$ cat src/rtl/trace_cmd_dispatcher_if.sv
// trace_cmd_dispatcher_if: trace input and I/D cache dispatch handshakes
// master: trace source plus both cache sinks; slave: the dispatcher
interface trace_cmd_dispatcher_if #(parameter int N = 32);
  logic         in_valid;
  logic         in_ready;
  logic [3:0]   in_cmd;
  logic [N-1:0] in_addr;
  logic         ic_valid;
  logic         ic_ready;
  logic [3:0]   ic_cmd;
  logic [N-1:0] ic_addr;
  logic         dc_valid;
  logic         dc_ready;
  logic [3:0]   dc_cmd;
  logic [N-1:0] dc_addr;
  modport master (
    output in_valid, in_cmd, in_addr, ic_ready, dc_ready,
    input  in_ready, ic_valid, ic_cmd, ic_addr, dc_valid, dc_cmd, dc_addr
  );
  modport slave (
    input  in_valid, in_cmd, in_addr, ic_ready, dc_ready,
    output in_ready, ic_valid, ic_cmd, ic_addr, dc_valid, dc_cmd, dc_addr
  );
endinterface

$ cat src/rtl/trace_cmd_dispatcher.sv
// trace_cmd_dispatcher: in-order trace FIFO routing commands to I-cache, D-cache or both
// clock/reset (async, active-low); bus: trace in + ic/dc dispatch handshakes;
// ic_count/dc_count: accepted commands per cache; drop_count: discarded codes;
// busy: FIFO non-empty or a command in flight
module trace_cmd_dispatcher #(
  parameter int N     = 32,
  parameter int DEPTH = 4,
  parameter int CW    = 32
) (
  input  logic                    clock,
  input  logic                    reset,
  trace_cmd_dispatcher_if.slave   bus,
  output logic [CW-1:0]           ic_count,
  output logic [CW-1:0]           dc_count,
  output logic [CW-1:0]           drop_count,
  output logic                    busy
);
  localparam int AW = $clog2(DEPTH);
  localparam logic [AW:0]   PONE = 1;
  localparam logic [CW-1:0] ONE  = 1;
  typedef enum logic {IDLE, ISSUE} state_t;
  state_t        state;
  logic [3:0]    cmd_q  [DEPTH];
  logic [N-1:0]  addr_q [DEPTH];
  logic [AW:0]   wptr, rptr;
  logic          ic_done, dc_done;
  logic [3:0]    head_cmd;
  logic [N-1:0]  head_addr;
  logic          full, empty, push, pop, to_ic, to_dc, drop, ic_fire, dc_fire;
  assign full      = (wptr ^ rptr) == {1'b1, {AW{1'b0}}};
  assign empty     = wptr == rptr;
  assign push      = bus.in_valid && !full;
  assign pop       = state == IDLE && !empty;
  assign head_cmd  = cmd_q[rptr[AW-1:0]];
  assign head_addr = addr_q[rptr[AW-1:0]];
  assign to_ic     = head_cmd == 4'd2 || head_cmd == 4'd8 || head_cmd == 4'd9;
  assign to_dc     = head_cmd <= 4'd1 || head_cmd == 4'd3 || head_cmd == 4'd4 ||
                     head_cmd == 4'd8 || head_cmd == 4'd9;
  assign drop      = !to_ic && !to_dc;
  assign ic_fire   = bus.ic_valid && bus.ic_ready;
  assign dc_fire   = bus.dc_valid && bus.dc_ready;
  assign bus.in_ready = !full;
  assign busy      = !empty || state == ISSUE;
  always_ff @(posedge clock)
    if (push) begin
      cmd_q[wptr[AW-1:0]]  <= bus.in_cmd;
      addr_q[wptr[AW-1:0]] <= bus.in_addr;
    end
  always_ff @(posedge clock or negedge reset)
    if (!reset) begin
      wptr         <= '0;
      rptr         <= '0;
      state        <= IDLE;
      ic_done      <= 1'b0;
      dc_done      <= 1'b0;
      bus.ic_valid <= 1'b0;
      bus.ic_cmd   <= '0;
      bus.ic_addr  <= '0;
      bus.dc_valid <= 1'b0;
      bus.dc_cmd   <= '0;
      bus.dc_addr  <= '0;
      ic_count     <= '0;
      dc_count     <= '0;
      drop_count   <= '0;
    end else begin
      if (push) wptr <= wptr + PONE;
      if (pop) rptr <= rptr + PONE;
      if (state == IDLE) begin
        if (!empty && drop) drop_count <= drop_count + ONE;
        if (!empty && !drop) begin
          state   <= ISSUE;
          ic_done <= !to_ic;
          dc_done <= !to_dc;
          if (to_ic) begin
            bus.ic_valid <= 1'b1;
            bus.ic_cmd   <= head_cmd;
            bus.ic_addr  <= head_addr;
          end
          if (to_dc) begin
            bus.dc_valid <= 1'b1;
            bus.dc_cmd   <= head_cmd;
            bus.dc_addr  <= head_addr;
          end
          // clear command: counters restart here, its own acceptances count afterwards
          if (head_cmd == 4'd8) begin
            ic_count   <= '0;
            dc_count   <= '0;
            drop_count <= '0;
          end
        end
      end else begin
        if (ic_fire) begin
          bus.ic_valid <= 1'b0;
          ic_done      <= 1'b1;
          ic_count     <= ic_count + ONE;
        end
        if (dc_fire) begin
          bus.dc_valid <= 1'b0;
          dc_done      <= 1'b1;
          dc_count     <= dc_count + ONE;
        end
        // a side finishing on this edge counts as done for the return decision
        if ((ic_done || ic_fire) && (dc_done || dc_fire)) state <= IDLE;
      end
    end
endmodule

$ cat src/flat_wrapper.sv
// flat-port wrapper written by rule: the top's interface ports become plain ports
module trace_cmd_dispatcher_flat 
#(
  parameter int N     = 32,
  parameter int DEPTH = 4,
  parameter int CW    = 32
)
  (clock, reset, ic_count, dc_count, drop_count, busy, bus_in_valid, bus_in_cmd, bus_in_addr, bus_ic_ready, bus_dc_ready, bus_in_ready, bus_ic_valid, bus_ic_cmd, bus_ic_addr, bus_dc_valid, bus_dc_cmd, bus_dc_addr);
  trace_cmd_dispatcher_if #(.N(N)) bus_i ();
  input  logic clock;
  input  logic reset;
  output logic [CW-1:0] ic_count;
  output logic [CW-1:0] dc_count;
  output logic [CW-1:0] drop_count;
  output logic busy;
  input wire logic [$bits(bus_i.in_valid)-1:0] bus_in_valid;
  input wire logic [$bits(bus_i.in_cmd)-1:0] bus_in_cmd;
  input wire logic [$bits(bus_i.in_addr)-1:0] bus_in_addr;
  input wire logic [$bits(bus_i.ic_ready)-1:0] bus_ic_ready;
  input wire logic [$bits(bus_i.dc_ready)-1:0] bus_dc_ready;
  output wire logic [$bits(bus_i.in_ready)-1:0] bus_in_ready;
  output wire logic [$bits(bus_i.ic_valid)-1:0] bus_ic_valid;
  output wire logic [$bits(bus_i.ic_cmd)-1:0] bus_ic_cmd;
  output wire logic [$bits(bus_i.ic_addr)-1:0] bus_ic_addr;
  output wire logic [$bits(bus_i.dc_valid)-1:0] bus_dc_valid;
  output wire logic [$bits(bus_i.dc_cmd)-1:0] bus_dc_cmd;
  output wire logic [$bits(bus_i.dc_addr)-1:0] bus_dc_addr;
  assign bus_i.in_valid = bus_in_valid;
  assign bus_i.in_cmd = bus_in_cmd;
  assign bus_i.in_addr = bus_in_addr;
  assign bus_i.ic_ready = bus_ic_ready;
  assign bus_i.dc_ready = bus_dc_ready;
  assign bus_in_ready = bus_i.in_ready;
  assign bus_ic_valid = bus_i.ic_valid;
  assign bus_ic_cmd = bus_i.ic_cmd;
  assign bus_ic_addr = bus_i.ic_addr;
  assign bus_dc_valid = bus_i.dc_valid;
  assign bus_dc_cmd = bus_i.dc_cmd;
  assign bus_dc_addr = bus_i.dc_addr;
  trace_cmd_dispatcher #(.N(N), .DEPTH(DEPTH), .CW(CW)) u_core (.clock(clock), .reset(reset), .bus(bus_i), .ic_count(ic_count), .dc_count(dc_count), .drop_count(drop_count), .busy(busy));
endmodule
$ cat config.mk
export PLATFORM = sky130hd
export DESIGN_NAME = trace_cmd_dispatcher_flat
export DESIGN_NICKNAME = d
export VERILOG_FILES = /design/src/rtl/trace_cmd_dispatcher_if.sv /design/src/rtl/trace_cmd_dispatcher.sv /design/src/flat_wrapper.sv
export SDC_FILE = /design/constraint.sdc
export NUM_CORES = 1
export LEC_CHECK = 0
export CAP_MARGIN = 20
export CORE_MARGIN = 3
export CORE_UTILIZATION = 54
export CTS_CLUSTER_DIAMETER = 120
export DETAILED_ROUTE_END_ITERATION = 7
export DONT_BUFFER_PORTS = 1
export PLACE_DENSITY = 0.72
export SETUP_SLACK_MARGIN = 0.5
export SLEW_MARGIN = 30
export SYNTH_ARGS = -nofsm -noshare
export SYNTH_HDL_FRONTEND = slang
export SYNTH_SLANG_ARGS = --single-unit
$ cat constraint.sdc
create_clock -name clock -period 2.4 [get_ports clock]
set_input_delay 0.48 -clock clock [delete_from_list [all_inputs] [get_ports clock]]
set_output_delay 0.48 -clock clock [all_outputs]
set_load 0.02 [all_outputs]
==> reports/results.txt, run 1 <==
Final setup TNS = 0 ns
Gr ovfl total = 0
PwrDens = 1360 nW/um^2
Leakage = 6.72 nW
Post-route ant nets = 0
Startpoint Class = flop
Final Util = 71.9%
Count of antenna diodes in the layout = 0
Post-synth EDFFs = 144
Dominant synthesized flop cell = dfrtp_1
Final #Nets = 1151
Max-cap viol count = 0
Clock Skew = 0.0154 ns
Hold WS = -0.342 ns
VDD IR max = 1090 uV
Critical Path, Cell by Cell = buf_6, mux4_2, buf_6, a311oi_4, o21ai_4, clkbuf_16, mux2_4
Async S/R FF share, synth = 55.4%
Vias per cell = 6.04
Most used cell, CP = buf_6
Synth top area share = 32.9%
GPL Wtd Cong = 0.809
Worst Tran Pin Value = 0.572 ns
# setup viols final = 0
# port buffers = 0
Synth-to-layout area growth = 29.6%
Cts bufs inserted = 35
Max Fclk = 423 MHz
Routed len/inst = 23.5 um
# DRC = 0
Slowest cell delay on critical path = 0.53 ns
Max-slew violation count = 0
CTS Sinks = 323
Filler cell count = 1521
Post-synthesis register bit count = 323
Final Routed Wirelength = 34100 um
Critical path's slowest cell = mux4_2
GRT Util Overall = 22.4%
First-pass GRT wire length = 47500 um
Critical Path End Type = flop
WP data arrival = 2.77 ns
Most frequent cells in the layout = dfrtp_1, edfxtp_1, buf_4, mux2_4
Critical Path RT = 2.80 ns
Post-synthesis sequential area ratio = 64.7%
Hold WC Path Type = in -> async
Pre-CTS setup slack = -0.0441 ns
YS warnings = 0
Final hold violations = 179
Post-synthesis cell count = 957
CTS H-tree depth = 2
Initial Utilization = 55.5%
DR iter-0 viols = 574
Final worst setup slack = 0.0353 ns
Area of the multi-input gates = 5630 um^2
Unique masters post-synth = 55
Crit path time final = 2.36 ns
Tcrit/Tclk final = 98.5%
Slew headroom = 61.9%
Main area contributors after synthesis = dfrtp_1, edfxtp_1, mux4_2, xnor2_1, mux2_4
Vias in the first global route = 8602
Initial antenna violation count = 0
Post-detail-place hpwl = 19500 um
Final Instance Area = 17600 um^2
Dominant cell type by area after synthesis = dfrtp_1
Post-synth net total = 1006
WS Path Type = reg -> reg
Clock Latency Late Sink = 0.52 ns
Status = finished, violations left
I/O pin cnt = 213
Rows = 57
Clock transition at the registers of the reported paths = 0.06 ns
Avg Cell Area, Syn = 14.2 um^2
DR vias = 8778
Die X-Extent = 165 um
RSZ-0062 raised after global routing = true
Total Die Area = 27100 um^2
CTS tree = yes
Clock root buffer = clkbuf_16
Commonest non-fill, non-tap cell in the layout = dfrtp_1
TritonRoute pass-1 iters = 5
Dpl cell area = 14700 um^2
Pin count of the biggest net entering global routing = 180
Die Y = 165 um
Max FO, Critical Path = 7
Clk buf depth = 3
FF/Latch Area = 8820 um^2
Cell Area, Synth = 13600 um^2
Violated checks = negative hold slack
Share of cells above drive strength 1 = 41.6%
Core ar. = 24500 um^2
-- registers in the layout (all words and copies together), names as in the netlist, 3 cells and up --
register,count
u_core.addr_q,128
u_core.bus.dc_addr,32
u_core.bus.dc_cmd,4
u_core.bus.ic_addr,32
u_core.bus.ic_cmd,4
u_core.cmd_q,16
u_core.dc_count,32
u_core.drop_count,32
u_core.ic_count,32
u_core.rptr,3
u_core.wptr,3
-- repair_timing --
item                       in CTS  in global routing
pin swaps                      30                100
resized for setup              34                225
gates cloned                    3                 15
setup endpoints to repair     319                320
hold endpoints to repair      179                179
buffers inserted               20                 30
-- cells in the mapped netlist (4+ instances only) --
library cell	n
or4_1	13
mux4_2	36
mux2_1	31
and3_1	13
mux2i_1	5
nor3_1	21
buf_6	4
dfrtp_1	179
nand3_1	35
buf_2	14
inv_1	19
nand2_1	56
and2_1	6
clkbuf_1	20
xnor2_1	51
mux2_4	26
or3_1	20
and4_1	11
mux2_2	10
o31ai_1	12
o21ai_0	26
nand4_1	27
nor4_1	26
xor2_1	9
a21oi_1	34
nor2_1	63
edfxtp_1	144
ha_1	8
-- per-layer routing --
metal / up-vias / global-route usage, % / part of all wire [%]
met5: - / 0 / 0
met4: 0 / 5.60 / 2.1
met3: 62 / 7.80 / 9.1
met2: 309 / 36.4 / 50
met1: 4503 / 29.3 / 39
li1: 3904 / - / -
-- logic make-up (layout without fill, tap and decap cells) --
family / after synthesis / after routing / share of synthesized area [%]
AO/OA/AOI/OAI: 91 / 91 / 4.20
XOR/XNOR: 60 / 60 / 3.86
adder cells (fa/ha/maj): 8 / 8 / 0.736
buffers and inverters: 62 / 228 / 2.12
flip-flops: 323 / 323 / 64.7
multiplexers: 108 / 108 / 12.6
AND/OR/NAND/NOR: 305 / 311 / 11.8
-- path summary, 6_finish.rpt --
check | from | to | slack, ns | depth (start not counted)
max in group asynchronous | reset | u_core.ic_count[9]$_DFFE_PN0P_ | 2.49 | 0
hold reg to reg | u_core.ic_done$_DFFE_PN0P_ | u_core.ic_done$_DFFE_PN0P_ | 0.52 | 1
min in group clock | bus_in_addr[21] | u_core.addr_q[2][21]$_DFFE_PP_ | 0.05 | 0
setup reg to reg | u_core.rptr[0]$_DFFE_PN0P_ | u_core.bus.ic_addr[31]$_DFFE_PN0P_ | 0.04 | 7
setup / recovery | u_core.rptr[0]$_DFFE_PN0P_ | u_core.bus.ic_addr[31]$_DFFE_PN0P_ | 0.04 | 7
hold / removal | reset | u_core.dc_count[24]$_DFFE_PN0P_ | -0.34 | 0
-- stage by stage --
| step | total power, mW | instances |
|---|---|---|
| after global routing | 25.0 | 1453 |
| after CTS | 22.0 | 1408 |
| after detailed placement | 16.0 | 1321 |
| after floorplan | 14.0 | 957 |
| after global placement | 15.8 | 1321 |
| final | 23.9 | 1453 |
-- worst max-delay path, delay by kind of cell (launching register included) --
family / cells / cell delay, ns
multiplexers: 2 / 0.83
flip-flops: 1 / 0.42
AO/OA/AOI/OAI: 2 / 0.48
buffers and inverters: 3 / 0.52
-- report_power, final --
part,internal (mW),leakage (nW),switching [mW]
Clock,3.08,0.542,2.20
Combinational,5.14,2.57,4.49
Sequential,7.27,3.61,1.74
-- final cells by class --
class / count / area share (%)
flip-flops and latches: 323 / 50.0
multi-input cells: 578 / 31.9
repair buffers: 145 / 8.88
clock buffers: 49 / 5.49
well taps: 324 / 2.30
clock inverters: 15 / 0.972
inverters: 19 / 0.404
(Power assumes the default switching activity.)
==> run 2, diff against run 1 <==
--- a/config.mk
+++ b/config.mk
@@ -11,6 +11,7 @@
 export CTS_CLUSTER_DIAMETER = 120
 export DETAILED_ROUTE_END_ITERATION = 7
 export DONT_BUFFER_PORTS = 1
+export GPL_ROUTABILITY_DRIVEN = 0
 export PLACE_DENSITY = 0.72
 export SETUP_SLACK_MARGIN = 0.5
 export SLEW_MARGIN = 30
==> results of run 2 <==
The final DEF is identical to that of run 1; final timing and power are the same.
